<file path="src/rtl/lane_deserializer.sv">
`default_nettype none
// ============================================================================
// Module      : lane_deserializer
// Description : Per-lane serial-to-parallel receiver. Hunts for the comma
//               symbol, locks byte alignment after COM_LOCK aligned commas,
//               then assembles MSB-first words and flags idle words.
// Revision    : 1.0 - initial release
// ============================================================================
module lane_deserializer #(
  parameter int         WORD_W   = 32,
  parameter logic [7:0] COM      = 8'hBC,
  parameter int         COM_LOCK = 4
) (
  input  logic              clk_32f,
  input  logic              reset,
  input  logic              data_in,
  output logic [WORD_W-1:0] lane_out,
  output logic              valid_out,
  output logic              word_strobe,
  output logic              active
);

  localparam int                WCNT_W    = $clog2(WORD_W);
  localparam logic [WCNT_W-1:0] WORD_LAST = WCNT_W'(WORD_W - 1);
  localparam logic [3:0]        LOCK_N    = 4'(COM_LOCK);
  localparam logic [WORD_W-1:0] IDLE_WORD = {WORD_W/8{COM}};

  localparam logic [1:0] SEARCH = 2'd0;
  localparam logic [1:0] ALIGN  = 2'd1;
  localparam logic [1:0] ACTIVE = 2'd2;

  logic [1:0]        state;
  logic [1:0]        state_next;
  // Only the previous 7 bits are kept; the 8th comes straight from data_in.
  logic [6:0]        win;
  logic [7:0]        win_next;
  logic [2:0]        bit_cnt;
  logic [3:0]        comma_cnt;
  logic [3:0]        comma_next;
  logic [WCNT_W-1:0] word_cnt;
  // Word shift register; the final bit is taken from data_in at completion.
  logic [WORD_W-2:0] word_sr;
  logic [WORD_W-1:0] word_full;
  logic              com_hit;
  logic              align_edge;
  logic              word_done;

  // Current-edge decode: window and word including the bit sampled now.
  always_comb begin
    win_next   = {win, data_in};
    com_hit    = (win_next == COM);
    align_edge = (bit_cnt == 3'd7);
    comma_next = comma_cnt + 4'd1;
    word_full  = {word_sr, data_in};
    word_done  = (state == ACTIVE) && (word_cnt == WORD_LAST);
  end

  // State register.
  always_ff @(posedge clk_32f or posedge reset) begin
    if (reset) begin
      state <= SEARCH;
    end else begin
      state <= state_next;
    end
  end

  // Next-state logic: hunt, confirm on byte boundaries, then stay locked.
  always_comb begin
    state_next = state;
    case (state)
      SEARCH: begin
        if (com_hit) begin
          state_next = (COM_LOCK == 1) ? ACTIVE : ALIGN;
        end
      end
      ALIGN: begin
        if (align_edge) begin
          if (!com_hit) begin
            state_next = SEARCH;
          end else if (comma_next == LOCK_N) begin
            state_next = ACTIVE;
          end
        end
      end
      ACTIVE:  state_next = ACTIVE;
      default: state_next = SEARCH;
    endcase
  end

  // Counters, shift registers and registered outputs.
  always_ff @(posedge clk_32f or posedge reset) begin
    if (reset) begin
      win         <= '0;
      bit_cnt     <= '0;
      comma_cnt   <= '0;
      word_cnt    <= '0;
      word_sr     <= '0;
      lane_out    <= '0;
      valid_out   <= 1'b0;
      word_strobe <= 1'b0;
      active      <= 1'b0;
    end else begin
      win         <= win_next[6:0];
      word_strobe <= 1'b0;
      active      <= (state_next == ACTIVE);
      case (state)
        SEARCH: begin
          if (com_hit) begin
            comma_cnt <= 4'd1;
            bit_cnt   <= '0;
            word_cnt  <= '0;
          end
        end
        ALIGN: begin
          bit_cnt <= bit_cnt + 3'd1;
          if (align_edge) begin
            if (com_hit) begin
              comma_cnt <= comma_next;
              word_cnt  <= '0;
            end else begin
              comma_cnt <= '0;
            end
          end
        end
        ACTIVE: begin
          word_sr <= word_full[WORD_W-2:0];
          if (word_done) begin
            word_cnt    <= '0;
            lane_out    <= word_full;
            valid_out   <= (word_full != IDLE_WORD);
            word_strobe <= 1'b1;
          end else begin
            word_cnt <= word_cnt + 1'b1;
          end
        end
        default: begin
          comma_cnt <= '0;
        end
      endcase
    end
  end

endmodule
`default_nettype wire

</file>
<file path="config.mk">
export PLATFORM = sky130hd
export DESIGN_NAME = lane_deserializer
export DESIGN_NICKNAME = d
export VERILOG_FILES = /design/src/rtl/lane_deserializer.sv
export SDC_FILE = /design/constraint.sdc
export NUM_CORES = 1
export LEC_CHECK = 0
export CAP_MARGIN = 0
export CELL_PAD_IN_SITES_DETAIL_PLACEMENT = 1
export CELL_PAD_IN_SITES_GLOBAL_PLACEMENT = 2
export CORE_MARGIN = 1.5
export CORE_UTILIZATION = 40
export CTS_CLUSTER_SIZE = 28
export DETAILED_ROUTE_END_ITERATION = 16
export PLACE_DENSITY_LB_ADDON = 0.1
export RECOVER_POWER = 100
export SYNTH_ARGS = -nofsm -noshare
export SYNTH_HDL_FRONTEND = slang
export SYNTH_SLANG_ARGS = --single-unit
</file>
<file path="constraint.sdc">
create_clock -name clk_32f -period 6.07 [get_ports clk_32f]
set_clock_uncertainty 0.05 [all_clocks]
set_input_delay 1.214 -clock clk_32f [delete_from_list [all_inputs] [get_ports clk_32f]]
set_output_delay 1.214 -clock clk_32f [all_outputs]
set_load 0.02 [all_outputs]
</file>
==> results of run 1 <==
## worst min-delay path by stage
stage                     slack (ns)      to  cells past startpoint
after floorplan                 0.30  win[6]                      0
after global placement          0.32  win[6]                      0
after detailed placement        0.33  win[6]                      0
after CTS                       0.35  win[6]                      0
after global routing            0.36  win[3]                      0
final                           0.34  win[3]                      0
## metal layers
metal / vias to the layer above / part of all wire (%) / wire, um / GRT usage [%]
li1: 1123 / - / - / -
met1: 1207 / 48 / 3450 / 22.5
met2: 29 / 48 / 3450 / 27.1
met3: 8 / 2.7 / 198 / 4.17
met4: 0 / 1.5 / 111 / 5.93
met5: - / 0 / 0 / 0
## registers in the layout, summed over array words and instances (netlist names)
signal and cells:
lane_out 32, word_sr 31, win 7, word_cnt 5, comma_cnt 4, bit_cnt 3
state 2, active 1, valid_out 1, word_strobe 1
## power groups by stage
stage          Sequential [uW]  Clock (uW)  Combinational [uW]
2_1_floorplan              615           0                50.8
3_5_place_dp               622           0                60.3
3_3_place_gp               620           0                57.6
5_1_grt                    613         516                67.5
4_1_cts                    610         495                60.7
6_report                   610         476                57.6
## critical path, delay by kind of cell
kind,cells,cell delay [ns]
buffers and inverters,3,2.11
## cell families after synthesis
kind of cell / share of synthesized area, %
DFF: 60.8
and+or+nand+nor: 18.0
adders and majority gates: 2.10
AOI/OAI and AO/OA: 5.00
muxes: 11.0
xor gates and xnor gates: 0.245
buffers and inverters: 2.87
## area by class of cell
type | instances | area (sq um)
inverters | 4 | 16.3
clock inverters | 5 | 106
multi-input cells | 205 | 1280
fillers | 973 | 4450
repair buffers | 40 | 387
well taps | 108 | 135
flip-flops and latches | 87 | 2180
clock buffers | 11 | 131
## cell usage in the layout, fill, tap and decap left out, types with 2 or more instances in the layout
cell,synthesis,layout
o22ai_1,2,2
or4b_1,2,2
clkbuf_8,0,9
ha_1,6,6
nand4_1,3,3
dlygate4sd3_1,0,37
and3_1,3,3
nor4_1,4,4
a22o_1,4,4
nand3_1,5,5
a21oi_1,4,4
dfrtp_1,87,87
bufinv_16,0,3
a21o_1,2,2
a31oi_1,2,2
clkbuf_1,4,3
nand2_1,100,101
nor3_1,3,3
o21ai_0,2,2
mux2_1,2,2
inv_1,3,2
nor2_1,7,7
mux2_2,32,32
## per-stage QoR
stage,util (%),hold slack (ns)
2_1_floorplan,-,0.304
3_3_place_gp,46.3,0.317
3_5_place_dp,46.3,0.329
4_1_cts,49.1,0.349
5_1_grt,48.7,0.357
6_report,48.7,0.342
==> results.json, run 1 <==
{
  "path_class": "in2async",
  "fmax_mhz": 293,
  "yosysMostFrequentCell": "nand2_1",
  "setup_viol": 0,
  "tightest_slew_ns": 2.11,
  "nNetsFinal": 356,
  "critical_path.slowest_cell": "clkbuf_2",
  "dp_cells": 444,
  "pwr_density_cell_nw_per_um2": 270,
  "die_area_sq_um": 9530,
  "ff2ff_path_depth": 5,
  "ant_nets": 0,
  "synth.avg_cell_area_sq_um": 11.6,
  "synthCells": 309,
  "ctsResizeCount": 0,
  "core_region_area_sq_um": 8680,
  "diodes": 0,
  "grt_pass1_wl_um": 12900,
  "p_leak_uw": 0.00222,
  "yosysWarnings": 0,
  "drt-pass1-iter-count": 4,
  "synth.distinct_cells": 46,
  "async_reset_ff_share_pct": 100,
  "maxCapViolations": 3,
  "grt_pass1_vias": 2545,
  "clock_power_share_pct": 41.6,
  "drive_gt1_share_pct": 15.1,
  "swShare_pct": 21.8,
  "crit_end": "win[3]",
  "area_growth_syn_to_layout_pct": 18.1,
  "synthFlopType": "dfrtp_1",
  "finalCritPeriodShare_pct": 56.2,
  "hp-start": "win[2]",
  "yosysTopAreaCell": "dfrtp_1",
  "p_switching_uw": 250,
  "critPathArrivalTime_ns": 3.39,
  "htreeDepth": 3,
  "final_area_sq_um": 4230,
  "reg2reg_to": "lane_out[27]",
  "die_w_um": 97.6,
  "critPathLaunch": "reset",
  "seqPwrFrac_pct": 53.3,
  "fin_ws_ns": 2.66,
  "grt_max_degree": 88,
  "critPathLaunchType": "input port",
  "ctsLongestPathBuffers": 2,
  "internal_power_uw": 894,
  "antenna_found_initial": 0,
  "yosysTopAreaCellShare_pct": 60.8,
  "ys_ff_latch": 87,
  "postCtsSetupRepairBufs": 0,
  "routedWlPerCell_um": 15.7,
  "cts_tree": "yes",
  "portBuffers": 37,
  "vdd_drop_max_uv": 142,
  "dp_slack_ns": 3.20,
  "die_h_um": 97.6,
  "synth_fp_nets": 318,
  "num_rows": 34,
  "placed_area_sq_um": 4020,
  "ys_top_cells_by_count": "100 x nand2_1, 87 x dfrtp_1, 32 x mux2_2",
  "gp_congestion": 0.750,
  "hpwlAfterDp_um": 4590,
  "crit_path_end_kind": "async pin",
  "final_cells": 460,
  "drtIter0Drc": 96,
  "ys_seq_area_share_pct": 60.8,
  "report.final.slew_viol_count": 157,
  "gr-usage-all-layers_pct": 16.9,
  "cts_inserted_buffers": 9,
  "cts.sink_count": 87,
  "syn_area_sq_um": 3580,
  "failed_checks": "max-capacitance violations, max-slew violations",
  "hp-class": "reg2reg",
  "finalHoldViolCount": 0,
  "num_io_pins": 38,
  "r2r_start": "word_cnt[0]",
  "required_ns": 6.05,
  "synth_area_leaders": "dfrtp_1 61%, nand2_1 10%, mux2_2 10%",
  "max_slew_margin_pct": -40.8,
  "layout_min_cycle_time_ns": 3.41,
  "outcome": "finished with violations",
  "routed_via_density": 5.15,
  "clock-root-buffer": "clkbuf_8",
  "path_max_fanout": 87,
  "power_uw": 1140,
  "synth_edf_count": 0,
  "globalRoute.totalOverflow": 0,
  "power_frac_comb_pct": 5.0,
  "worstSkewPairLatency_ns": 0.35,
  "cpPeakStageDelay_ns": 1.49,
  "cts.clk_slew.worst_paths_ns": 0.08,
  "rsz0062_at_grt": "no",
  "crit_chain": "dlygate4sd3_1 > clkinvlp_2 > clkbuf_2",
  "drcViolationCount": 0,
  "drt-total-wl_um": 7210,
  "setup_tns_ns": 0,
  "cts.hold.buffers_added": 0,
  "start_util_pct": 41.2,
  "vias": 2367,
  "reg2reg_slack_ns": 3.29
}
No activity file was read; power rests on OpenSTA's default activity.
==> run 2, diff against run 1 <==
- CORE_UTILIZATION: 40 -> 34
- clock period: 6.07 -> 2.9 ns (I/O delays scaled with it)
==> run 2 against run 1 <==
  * The flow now finishes without violations
  * Via count decreased by 0.21%
  * Clock-buffer cell count decreased by 2
  * Utilization decreased by 7.4 points
  * Register-to-register slack got worse by 2.7 ns
  * Worst hold slack got worse by 0.0093 ns
  * Combinational power increased by 120%
  * Die area increased by 17%
  * Final area increased by 0.38%
  * Non-clock buffer count increased by 1
  * Routed wire length about the same
==> results.json, run 2 (synthesis results as in run 1) <==
{
  "finalCritPeriodShare_pct": 79.3,
  "placed_area_sq_um": 4080,
  "hp-class": "reg2reg",
  "routed_via_density": 4.83,
  "core_region_area_sq_um": 10300,
  "cts_inserted_buffers": 9,
  "p_leak_uw": 0.00221,
  "die_area_sq_um": 11200,
  "top_register": "lane_out",
  "seqPwrFrac_pct": 56.9,
  "crit_family": "simple AND/OR/NAND/NOR gates",
  "final_common_cell": "nand2_1",
  "antenna_found_initial": 0,
  "setup_viol": 0,
  "clock_power_share_pct": 37.6,
  "cts.sink_count": 87,
  "critPathArrivalTime_ns": 2.50,
  "fmax_mhz": 435,
  "cp_num_buf_inv": 0,
  "clock-root-buffer": "clkbuf_8",
  "ctsLongestPathBuffers": 2,
  "globalRoute.totalOverflow": 0,
  "drive_gt1_share_pct": 16.1,
  "num_io_pins": 38,
  "gr-usage-all-layers_pct": 14.6,
  "worstSkewPairLatency_ns": 0.36,
  "report.final.slew_viol_count": 0,
  "ctsResizeCount": 0,
  "postCtsSetupRepairBufs": 0,
  "power_frac_comb_pct": 5.5,
  "path_max_fanout": 33,
  "start_util_pct": 34.8,
  "vias": 2362,
  "diodes": 0,
  "htreeDepth": 3,
  "critical_path.slowest_cell": "nand2_2",
  "path_class": "reg2reg",
  "swShare_pct": 24.3,
  "drcViolationCount": 0,
  "cts.clk_slew.worst_paths_ns": 0.09,
  "vdd_drop_max_uv": 269,
  "grt_pass1_wl_um": 12600,
  "final_cells": 489,
  "layout_min_cycle_time_ns": 2.30,
  "cp_common_cell": "ha_1",
  "cts.hold.buffers_added": 0,
  "drtIter0Drc": 90,
  "p_switching_uw": 545,
  "nNetsFinal": 357,
  "portBuffers": 37,
  "drt-pass1-iter-count": 4,
  "setup_tns_ns": 0,
  "finalHoldViolCount": 0,
  "critPathLaunchType": "flip-flop",
  "ant_nets": 0,
  "tightest_slew_ns": 1.30,
  "top_regs": "lane_out x32, word_sr x31, win x7",
  "cp_num_cells": 5,
  "layout_common_cells": "100 x nand2_1, 87 x dfrtp_1, 37 x dlygate4sd3_1, 32 x mux2_2, 9 x clkbuf_8",
  "gp_congestion": 0.781,
  "crit_path_end_kind": "flip-flop",
  "die_w_um": 106,
  "cpPeakStageDelay_ns": 0.60,
  "max_slew_margin_pct": 13.0,
  "routedWlPerCell_um": 14.7,
  "final_core_util_pct": 41.3,
  "grt_max_degree": 64,
  "num_rows": 37,
  "dp_cells": 473,
  "internal_power_uw": 1700,
  "required_ns": 3.10,
  "reg2reg_slack_ns": 0.60,
  "ff2ff_path_depth": 5,
  "hpwlAfterDp_um": 4670,
  "cts_tree": "yes",
  "crit_chain": "ha_1 > and3_1 > ha_1 > nand2_2 > mux2_2",
  "rsz0062_at_grt": "no",
  "area_growth_syn_to_layout_pct": 18.6,
  "largest_reg_flops": 32,
  "die_h_um": 106,
  "outcome": "completed",
  "pwr_density_cell_nw_per_um2": 528,
  "maxCapViolations": 0,
  "grt_pass1_vias": 2564,
  "final_area_sq_um": 4250,
  "hold_depth": 0,
  "drt-total-wl_um": 7210
}
-- run 2: changes by cell type in the layout (fill, tap and decap cells not counted) --
cell | previous run | this run
bufinv_16 | 3 | 1
clkbuf_1 | 3 | 1
clkinv_2 | 0 | 2
buf_12 | 0 | 1
clkinvlp_4 | 1 | 2
inv_6 | 0 | 1
nand2_1 | 101 | 100
nand2_2 | 0 | 1
-- run 2: power by group through the flow --
stage | clock network [uW] | logic [uW] | registers, uW
2_1_floorplan | 0 | 106 | 1290
3_3_place_gp | 0 | 126 | 1300
3_5_place_dp | 0 | 132 | 1300
4_1_cts | 885 | 131 | 1280
5_1_grt | 926 | 142 | 1280
6_report | 843 | 124 | 1280
-- run 2: cell type report --
class                      count  area, sq um
clock buffer                   9          124
clock inverter                 7         72.6
fill                        1131         6030
inverter                       4         16.3
multi-input combinational    205         1280
sequential                    87         2180
tap                          136          170
timing repair buffer          41          407
-- run 2: metrics by stage --
stage	worst slack (ns)	hold WS [ns]	power, uW
floorplan	0.0198	0.304	1390
CTS	0.799	0.351	2290
detailed placement	0.666	0.322	1430
finish	0.601	0.332	2240
global placement	0.684	0.318	1420
global route	0.425	0.353	2350
-- run 2: final timing paths --
path | from | end
setup / recovery | word_cnt[0] | lane_out[18]
hold / removal | win[1] | win[2]
setup reg to reg | word_cnt[0] | lane_out[18]
hold reg to reg | win[1] | win[2]
max in group asynchronous | reset | word_sr[24]
min in group asynchronous | reset | lane_out[8]
-- run 2: worst reg2reg max path: cells and delay by family, from the launching register on --
kind | cells | cell delay, ns
flops | 1 | 0.41
mux | 1 | 0.45
simple gates | 2 | 0.80
fa+ha+maj | 2 | 0.48
-- run 2: per-layer routing --
metal	routed length (um)	track usage, %	part of all wire, %	vias up
li1	-	-	-	1126
met1	3460	18.8	48	1198
met2	3390	23.1	47	27
met3	226	4.21	3.1	11
met4	128	6.08	1.8	0
met5	0	0	0	-
==> run 3, diff against run 2 <==
- CORE_UTILIZATION: 34 -> 37
- clock period: 2.9 -> 2.4 ns (I/O delays scaled with it)
==> run 3 against run 2 <==
  * Sequential cell count is the same
  * Setup slack lost 0.24 ns
  * Highest routed layer unchanged
  * Combinational power grew 19%
  * Critical path type unchanged
==> results.json, run 3 (synthesis results as in run 1) <==
{
  "finalHoldViolCount": 0,
  "cpPeakStageDelay_ns": 0.40,
  "gp_congestion": 0.750,
  "cts.sink_count": 87,
  "hpwlAfterDp_um": 4710,
  "htreeDepth": 3,
  "ff2ff_path_depth": 5,
  "drtIter0Drc": 69,
  "critPathLaunch": "word_cnt[0]",
  "ctsResizeCount": 0,
  "globalRoute.totalOverflow": 0,
  "crit_path_end_kind": "flip-flop",
  "num_io_pins": 38,
  "setup_viol": 0,
  "vdd_drop_max_uv": 293,
  "num_rows": 35,
  "top_regs": "lane_out x32, word_sr x31, win x7",
  "gr-usage-all-layers_pct": 15.5,
  "final_area_sq_um": 4220,
  "cts.hold.buffers_added": 0,
  "busiest_layer": "met2",
  "cp_num_buf_inv": 0,
  "finalCritPeriodShare_pct": 84.9,
  "die_w_um": 101,
  "rsz0062_at_grt": "no",
  "fmax_mhz": 491,
  "routed_via_density": 4.84,
  "routedWlPerCell_um": 14.6,
  "path_class": "reg2reg",
  "largest_reg_flops": 32,
  "top_register": "lane_out",
  "crit_family": "simple AND/OR/NAND/NOR gates",
  "antenna_found_initial": 0,
  "crit_chain": "ha_1 > and3_1 > ha_1 > nand2_4 > mux2_2",
  "clock-root-buffer": "clkbuf_8",
  "portBuffers": 37,
  "drcViolationCount": 0,
  "start_util_pct": 38.4,
  "report.final.slew_viol_count": 0,
  "max_slew_margin_pct": 30.4,
  "critical_path.slowest_cell": "dfrtp_1",
  "placed_area_sq_um": 4100,
  "power_uw": 2630,
  "vias": 2332,
  "layout_common_cells": "100 x nand2_1, 87 x dfrtp_1, 37 x dlygate4sd3_1, 32 x mux2_2, 12 x clkbuf_8",
  "cp_common_cell": "ha_1",
  "drt-total-wl_um": 7040,
  "grt_pass1_vias": 2536,
  "crit_end": "lane_out[6]",
  "hold_depth": 0,
  "maxCapViolations": 0,
  "cts.clk_slew.worst_paths_ns": 0.08,
  "core_region_area_sq_um": 9330,
  "outcome": "completed",
  "drive_gt1_share_pct": 16.4,
  "area_growth_syn_to_layout_pct": 17.9,
  "cp_num_cells": 5,
  "diodes": 0,
  "final_common_cell": "nand2_1",
  "tightest_slew_ns": 1.04,
  "worstSkewPairLatency_ns": 0.34,
  "grt_max_degree": 35,
  "grt_use_met2_pct": 24.7,
  "pwr_density_cell_nw_per_um2": 624,
  "p_leak_uw": 0.00223,
  "die_area_sq_um": 10300,
  "cts_inserted_buffers": 9,
  "die_h_um": 101,
  "path_max_fanout": 33,
  "layout_min_cycle_time_ns": 2.04,
  "nNetsFinal": 358,
  "grt_use_met1_pct": 21.1,
  "grt_pass1_wl_um": 12300,
  "cts_tree": "yes",
  "critPathArrivalTime_ns": 2.22,
  "reg2reg_to": "lane_out[6]",
  "ctsLongestPathBuffers": 2,
  "reg2reg_slack_ns": 0.36,
  "ant_nets": 0,
  "setup_tns_ns": 0,
  "required_ns": 2.58,
  "critPathLaunchType": "flip-flop",
  "postCtsSetupRepairBufs": 0,
  "grtUsageMet3_pct": 3.73,
  "hp-class": "reg2reg",
  "r2r_start": "word_cnt[0]",
  "drt-pass1-iter-count": 4
}
[run 3: how the worst min path moves through the flow]
| stage | start | to |
|---|---|---|
| 3_5_place_dp | win[0] | win[1] |
| 4_1_cts | win[0] | win[1] |
| 6_report | win[0] | win[1] |
| 3_3_place_gp | win[5] | win[6] |
| 5_1_grt | win[0] | win[1] |
| 2_1_floorplan | win[5] | win[6] |
[run 3: final cells by class]
cell class / count / area [sq um]
fillers: 1027 / 5110
flip-flops and latches: 87 / 2180
multi-input cells: 205 / 1280
repair buffers: 42 / 398
clock buffers: 12 / 165
well taps: 129 / 161
clock inverters: 3 / 17.5
inverters: 4 / 16.3
[run 3: metal layers]
layer | share of wire, % | routed length [um]
met1 | 51 | 3560
met2 | 47 | 3290
met3 | 1.7 | 123
met4 | 0.95 | 67
met5 | 0 | 0
[run 3: report_power, final]
group	internal [uW]	switching, uW	leakage (uW)
clock network	453	494	0.0000942
registers	1500	35.5	0.00117
logic	63.1	83.7	0.000964
total	2020	613	0.00223
[run 3: stage by stage]
| step | std cells | hold WS (ns) | setup WS [ns] | util (%) |
|---|---|---|---|---|
| finish | 482 | 0.327 | 0.364 | 45.2 |
| detailed placement | 467 | 0.320 | 0.265 | 44.0 |
| global route | 482 | 0.351 | 0.241 | 45.2 |
| floorplan | 309 | 0.304 | 0.653 | - |
| CTS | 482 | 0.341 | 0.317 | 45.9 |
| global placement | 467 | 0.319 | 0.282 | 44.0 |
[run 3: worst register-to-register path, stage by stage (launching register included)]
cell	delay [ns]
dfrtp_1	0.40
ha_1	0.23
and3_1	0.19
ha_1	0.27
nand2_4	0.39
mux2_2	0.41
